**config.mk**
```make
export PLATFORM = sky130hd
export DESIGN_NAME = spi_req_arbiter
export DESIGN_NICKNAME = d
export VERILOG_FILES = /design/src/rtl/spi_req_arbiter.sv
export SDC_FILE = /design/constraint.sdc
export NUM_CORES = 1
export LEC_CHECK = 0
export ABC_AREA = 1
export BUFFER_PORTS_ARGS = -buffer_cell sky130_fd_sc_hd__buf_2
export CELL_PAD_IN_SITES_DETAIL_PLACEMENT = 0
export CELL_PAD_IN_SITES_GLOBAL_PLACEMENT = 1
export CORE_UTILIZATION = 33
export DETAILED_ROUTE_END_ITERATION = 12
export PLACE_DENSITY_LB_ADDON = 0.1
export REMOVE_ABC_BUFFERS = 1
export SLEW_MARGIN = 20
export SYNTH_ARGS = -nofsm -noshare
export SYNTH_HDL_FRONTEND = slang
export SYNTH_SLANG_ARGS = --single-unit
```
**constraint.sdc**
```tcl
create_clock -name i_sys_clk -period 2.3 [get_ports i_sys_clk]
set_clock_uncertainty 0.2 [all_clocks]
set_input_delay 0.23 -clock i_sys_clk [delete_from_list [all_inputs] [get_ports i_sys_clk]]
set_output_delay 0.23 -clock i_sys_clk [all_outputs]
set_load 0.01 [all_outputs]
```
**src/rtl/spi_req_arbiter.sv**
```systemverilog
// Round-robin arbiter sharing one SPI master between two requesters.
// Each requester has a fixed SPI mode. A watchdog aborts frames that never see spi_done.
module spi_req_arbiter #(
    parameter logic [1:0]  MODE_REQ0   = 2'd1,
    parameter logic [1:0]  MODE_REQ1   = 2'd3,
    parameter logic [7:0]  GAP_CYC     = 8'd60,
    parameter logic [15:0] TIMEOUT_CYC = 16'd2000
) (
    input  logic        i_sys_clk,
    input  logic        i_rst_n,
    input  logic        i_req0_valid,
    input  logic [15:0] i_req0_data,
    output logic        o_req0_ready,
    output logic        o_rsp0_valid,
    output logic [15:0] o_rsp0_data,
    output logic        o_rsp0_err,
    input  logic        i_req1_valid,
    input  logic [15:0] i_req1_data,
    output logic        o_req1_ready,
    output logic        o_rsp1_valid,
    output logic [15:0] o_rsp1_data,
    output logic        o_rsp1_err,
    output logic        o_spi_en,
    output logic [1:0]  o_spi_mode,
    output logic [15:0] o_spi_sdata,
    input  logic [15:0] i_spi_rdata,
    input  logic        i_spi_done,
    output logic        o_busy
);

    typedef enum logic [1:0] {
        S_IDLE  = 2'd0,
        S_GRANT = 2'd1,
        S_BUSY  = 2'd2,
        S_GAP   = 2'd3
    } state_t;

    state_t      r_state;
    state_t      w_next_state;
    logic        r_rr;
    logic        r_owner;
    logic [15:0] r_wdog;
    logic [7:0]  r_gap;
    logic        r_spi_en;
    logic [1:0]  r_spi_mode;
    logic [15:0] r_spi_sdata;
    logic        r_rsp0_valid;
    logic        r_rsp0_err;
    logic [15:0] r_rsp0_data;
    logic        r_rsp1_valid;
    logic        r_rsp1_err;
    logic [15:0] r_rsp1_data;

    logic        w_any_req;
    logic        w_winner;
    logic        w_done_hit;
    logic        w_timeout;
    logic        w_gap_end;

    // rr=0 favours req0; fall back to the other requester when the favoured one is idle.
    assign w_any_req  = i_req0_valid | i_req1_valid;
    assign w_winner   = r_rr ? i_req1_valid : ~i_req0_valid;
    assign w_done_hit = (r_state == S_BUSY) && i_spi_done;
    assign w_timeout  = (r_state == S_BUSY) && !i_spi_done && (r_wdog == TIMEOUT_CYC - 16'd1);
    assign w_gap_end  = (r_gap == GAP_CYC - 8'd1);

    always_ff @(posedge i_sys_clk or negedge i_rst_n) begin
        if (!i_rst_n) begin
            r_state <= S_IDLE;
        end else begin
            r_state <= w_next_state;
        end
    end

    always_comb begin
        w_next_state = r_state;
        case (r_state)
            S_IDLE:  if (w_any_req) w_next_state = S_GRANT;
            S_GRANT: w_next_state = S_BUSY;
            S_BUSY:  if (w_done_hit || w_timeout) w_next_state = S_GAP;
            S_GAP:   if (w_gap_end) w_next_state = S_IDLE;
            default: w_next_state = S_IDLE;
        endcase
    end

    always_comb begin
        o_req0_ready = (r_state == S_GRANT) && !r_owner;
        o_req1_ready = (r_state == S_GRANT) && r_owner;
        o_busy       = (r_state != S_IDLE);
    end

    always_ff @(posedge i_sys_clk or negedge i_rst_n) begin
        if (!i_rst_n) begin
            r_rr         <= 1'b0;
            r_owner      <= 1'b0;
            r_wdog       <= 16'd0;
            r_gap        <= 8'd0;
            r_spi_en     <= 1'b0;
            r_spi_mode   <= MODE_REQ0;
            r_spi_sdata  <= 16'd0;
            r_rsp0_valid <= 1'b0;
            r_rsp0_err   <= 1'b0;
            r_rsp0_data  <= 16'd0;
            r_rsp1_valid <= 1'b0;
            r_rsp1_err   <= 1'b0;
            r_rsp1_data  <= 16'd0;
        end else begin
            r_rsp0_valid <= 1'b0;
            r_rsp0_err   <= 1'b0;
            r_rsp1_valid <= 1'b0;
            r_rsp1_err   <= 1'b0;
            case (r_state)
                S_IDLE: begin
                    if (w_any_req) r_owner <= w_winner;
                end
                S_GRANT: begin
                    r_spi_sdata <= r_owner ? i_req1_data : i_req0_data;
                    r_spi_mode  <= r_owner ? MODE_REQ1 : MODE_REQ0;
                    r_rr        <= ~r_owner;
                    r_spi_en    <= 1'b1;
                    r_wdog      <= 16'd0;
                end
                S_BUSY: begin
                    r_wdog <= r_wdog + 16'd1;
                    // A done in the last watchdog cycle still counts as a normal completion.
                    if (w_done_hit) begin
                        r_spi_en <= 1'b0;
                        r_gap    <= 8'd0;
                        if (r_owner) begin
                            r_rsp1_valid <= 1'b1;
                            r_rsp1_data  <= i_spi_rdata;
                        end else begin
                            r_rsp0_valid <= 1'b1;
                            r_rsp0_data  <= i_spi_rdata;
                        end
                    end else if (w_timeout) begin
                        r_spi_en <= 1'b0;
                        r_gap    <= 8'd0;
                        if (r_owner) begin
                            r_rsp1_valid <= 1'b1;
                            r_rsp1_err   <= 1'b1;
                            r_rsp1_data  <= 16'd0;
                        end else begin
                            r_rsp0_valid <= 1'b1;
                            r_rsp0_err   <= 1'b1;
                            r_rsp0_data  <= 16'd0;
                        end
                    end
                end
                S_GAP: begin
                    r_gap <= r_gap + 8'd1;
                end
                default: begin
                    r_gap <= 8'd0;
                end
            endcase
        end
    end

    assign o_spi_en     = r_spi_en;
    assign o_spi_mode   = r_spi_mode;
    assign o_spi_sdata  = r_spi_sdata;
    assign o_rsp0_valid = r_rsp0_valid;
    assign o_rsp0_err   = r_rsp0_err;
    assign o_rsp0_data  = r_rsp0_data;
    assign o_rsp1_valid = r_rsp1_valid;
    assign o_rsp1_err   = r_rsp1_err;
    assign o_rsp1_data  = r_rsp1_data;

endmodule

```
==> results_dict.tcl <==
set metrics [dict create \
    final-setup-viol-count 0 \
    fin_util 0.477 \
    min_to "r_owner$_DFFE_PN0P_" \
    synth_area_leaders "dfrtp_1 (53%), nand2_1 (17%), nand3_1 (8.6%)" \
    finalSetupTns_ps 0 \
    final_antenna_net_count 0 \
    hp-class "input pin to flop" \
    rrSetupSlack_ps 290 \
    synth_cell_types 29 \
    rr_startpoint "r_state[1]$_DFFE_PN0P_" \
    fmax_mhz 485 \
    final_cells 802 \
    period_minus_slack_ps 2060 \
    final_nets 714 \
    vdd_drop_max_mv 0.528 \
    htree_levels 3 \
    syn2layout_area_growth_pct 40.5 \
    avgViaCountPerCell 4.58 \
    ys_seq_elements 82 \
    clock_sinks 82 \
    yosysWarnings 0 \
    globalplace.congestion 0.745 \
    antennaDiodeCount 0 \
    r2r_end "r_wdog[11]$_DFFE_PN0P_" \
    outcome "finished clean" \
    p_leak_uw 0.00292 \
    cp.required_ps 1870 \
    cp_max_fo 8 \
    numCtsBuffers 9 \
    critPathLaunchType "flop" \
    drt_pass1_iterations 4 \
    final_common_cell "nand2_1" \
    drt_wl_total_um 10700 \
    die_x_um 111 \
    syn_inst 484 \
    grt_max_degree 34 \
    die-area_mm2 0.0122 \
    vias 3672 \
    drv_slew 0 \
    path_clk_slew_ps 60 \
    path_class "flop to primary output" \
    remaining_drc_errors 0 \
    yosysTopAreaCellShare 0.527 \
    syn_area_mm2 0.00389 \
    chipHeight_um 111 \
    cts_tree "built" \
    cp.arrival_ps 1630 \
    clk-insertion-delay-late_ps 330 \
    synth.largest_area_cell "dfrtp_1" \
    period_share 0.897 \
    rsz0062_at_grt "false" \
    postCtsSetupBuffers 0 \
    numPortBuffers 109 \
    worstSetupEndpointType "primary output" \
    track_usage 0.185 \
    wire_per_inst_um 13.3 \
    min_path_cells 4 \
    rows 39 \
    yosysSeqAreaShare 0.527 \
    coreArea_mm2 0.0115 \
    grt_pass1_vias 3687 \
    grt_pass1_wl_um 18200 \
    root_buffer "clkbuf_16" \
    drtIter0Drc 214 \
    reg2reg_depth 9 \
    final_hold_viol_count 0 \
    grt_overflow_total 0 \
    layout_common_cells "nand2_1 (175), buf_2 (108), dfrtp_1 (82)" \
    min_from "i_req0_valid" \
    avgSynthCellArea_um2 8.05 \
    drive_above_1_share 0.240 \
    ios 111 \
    cts_buffer_depth 2 \
    power.density_mw_per_mm2 1110 \
    maxCapViolCount 0 \
    start_util 0.340 \
    place_inst 736 \
    fill_cells 1105 \
    dpl.hpwl_um 7080 \
    antenna_found_initial 0 \
]
-- how the worst max path moves through the flow --
stage	slack [ps]	end	startpoint	cells after the start
2_1_floorplan	280	o_rsp0_data[0]$_DFFE_PN0P_	r_state[0]$_DFFE_PN0P_	6
3_3_place_gp	380	r_wdog[11]$_DFFE_PN0P_	r_state[0]$_DFFE_PN0P_	9
3_5_place_dp	320	r_wdog[11]$_DFFE_PN0P_	r_state[1]$_DFFE_PN0P_	9
4_1_cts	90	o_req0_ready	r_state[1]$_DFFE_PN0P_	5
5_1_grt	70	r_wdog[11]$_DFFE_PN0P_	r_state[1]$_DFFE_PN0P_	9
6_report	240	o_req1_ready	r_state[1]$_DFFE_PN0P_	5
-- power by group --
part / switching [uW] / internal (uW) / leakage [uW]
clock: 605 / 795 / 0.000142
combinational: 1500 / 959 / 0.00172
sequential: 279 / 1920 / 0.00106
total: 2390 / 3680 / 0.00292
-- metrics by stage --
step / area (um^2) / power [uW] / hold slack (ps) / setup WS [ps]
finish: 5470 / 6060 / 29.0 / 236
floorplan: 3810 / 3500 / -266 / 282
global route: 5470 / 6540 / 50.7 / 70.5
detailed placement: 4670 / 4630 / -0.922 / 321
CTS: 5470 / 6130 / 24.9 / 90.4
global placement: 4670 / 4610 / -4.46 / 385
-- synthesized netlist by cell type (all sizes together) --
cell type and count:
nand2 182, dfrtp 82, nand3 67, nor2 47, inv 34, a21oi 11, buf 11, nand4 11
nor3 8, ha 7, o21ai 6, clkbuf 4, clkinv 3, nor3b 2, o21a 2, xor2 2
a31oi 1, conb 1, o211ai 1, or2 1, xnor2 1
-- per-layer routing --
layer,wire length (um),vias to the layer above,GRT usage,share of wire
met3,381,10,0.0274,0.036
met4,137,0,0.0613,0.013
met2,5120,90,0.308,0.48
li1,-,1888,-,-
met1,5050,1684,0.246,0.47
met5,0,-,0,0
-- registers in the layout (all words and copies together) (netlist names), 2 cells and up --
register and cells:
o_rsp0_data 16, o_rsp1_data 16, o_spi_sdata 16, r_wdog 16, r_gap 8, r_state 2
-- layout make-up --
| type | count | area, um^2 | area share |
|---|---|---|---|
| timing repair buffer | 174 | 1190 | 0.217 |
| multi-input combinational | 350 | 1620 | 0.297 |
| clock buffer | 11 | 253 | 0.0462 |
| sequential | 82 | 2050 | 0.375 |
| inverter | 37 | 139 | 0.0254 |
| clock inverter | 5 | 38.8 | 0.00709 |
| tap | 143 | 179 | 0.0327 |
-- worst max-delay path, stage by stage (launching register included) --
cell and delay, ps:
dfrtp_1 400, inv_1 100, ha_1 230, nand2_1 100, clkinv_1 240, buf_2 230
-- repair_timing --
item | in CTS | in global routing
hold buffers | 50 | 0
gates resized for setup | 0 | 1
hold endpoints to repair | 76 | 0
setup endpoints to repair | 0 | 1
-- logic make-up (layout without fill, tap and decap cells) --
kind of cell    count (synthesis)  after routing  share of synthesized area
fa+ha+maj                       7              7                     0.0225
simple gates                  318            318                      0.356
compound gates                 21             21                     0.0292
xor+xnor                        3              3                    0.00675
flops                          82             82                      0.527
buf+inv                        52            227                     0.0575
other cells                     1              1                   0.000963
Note: power is estimated with default switching activity, not from simulation.
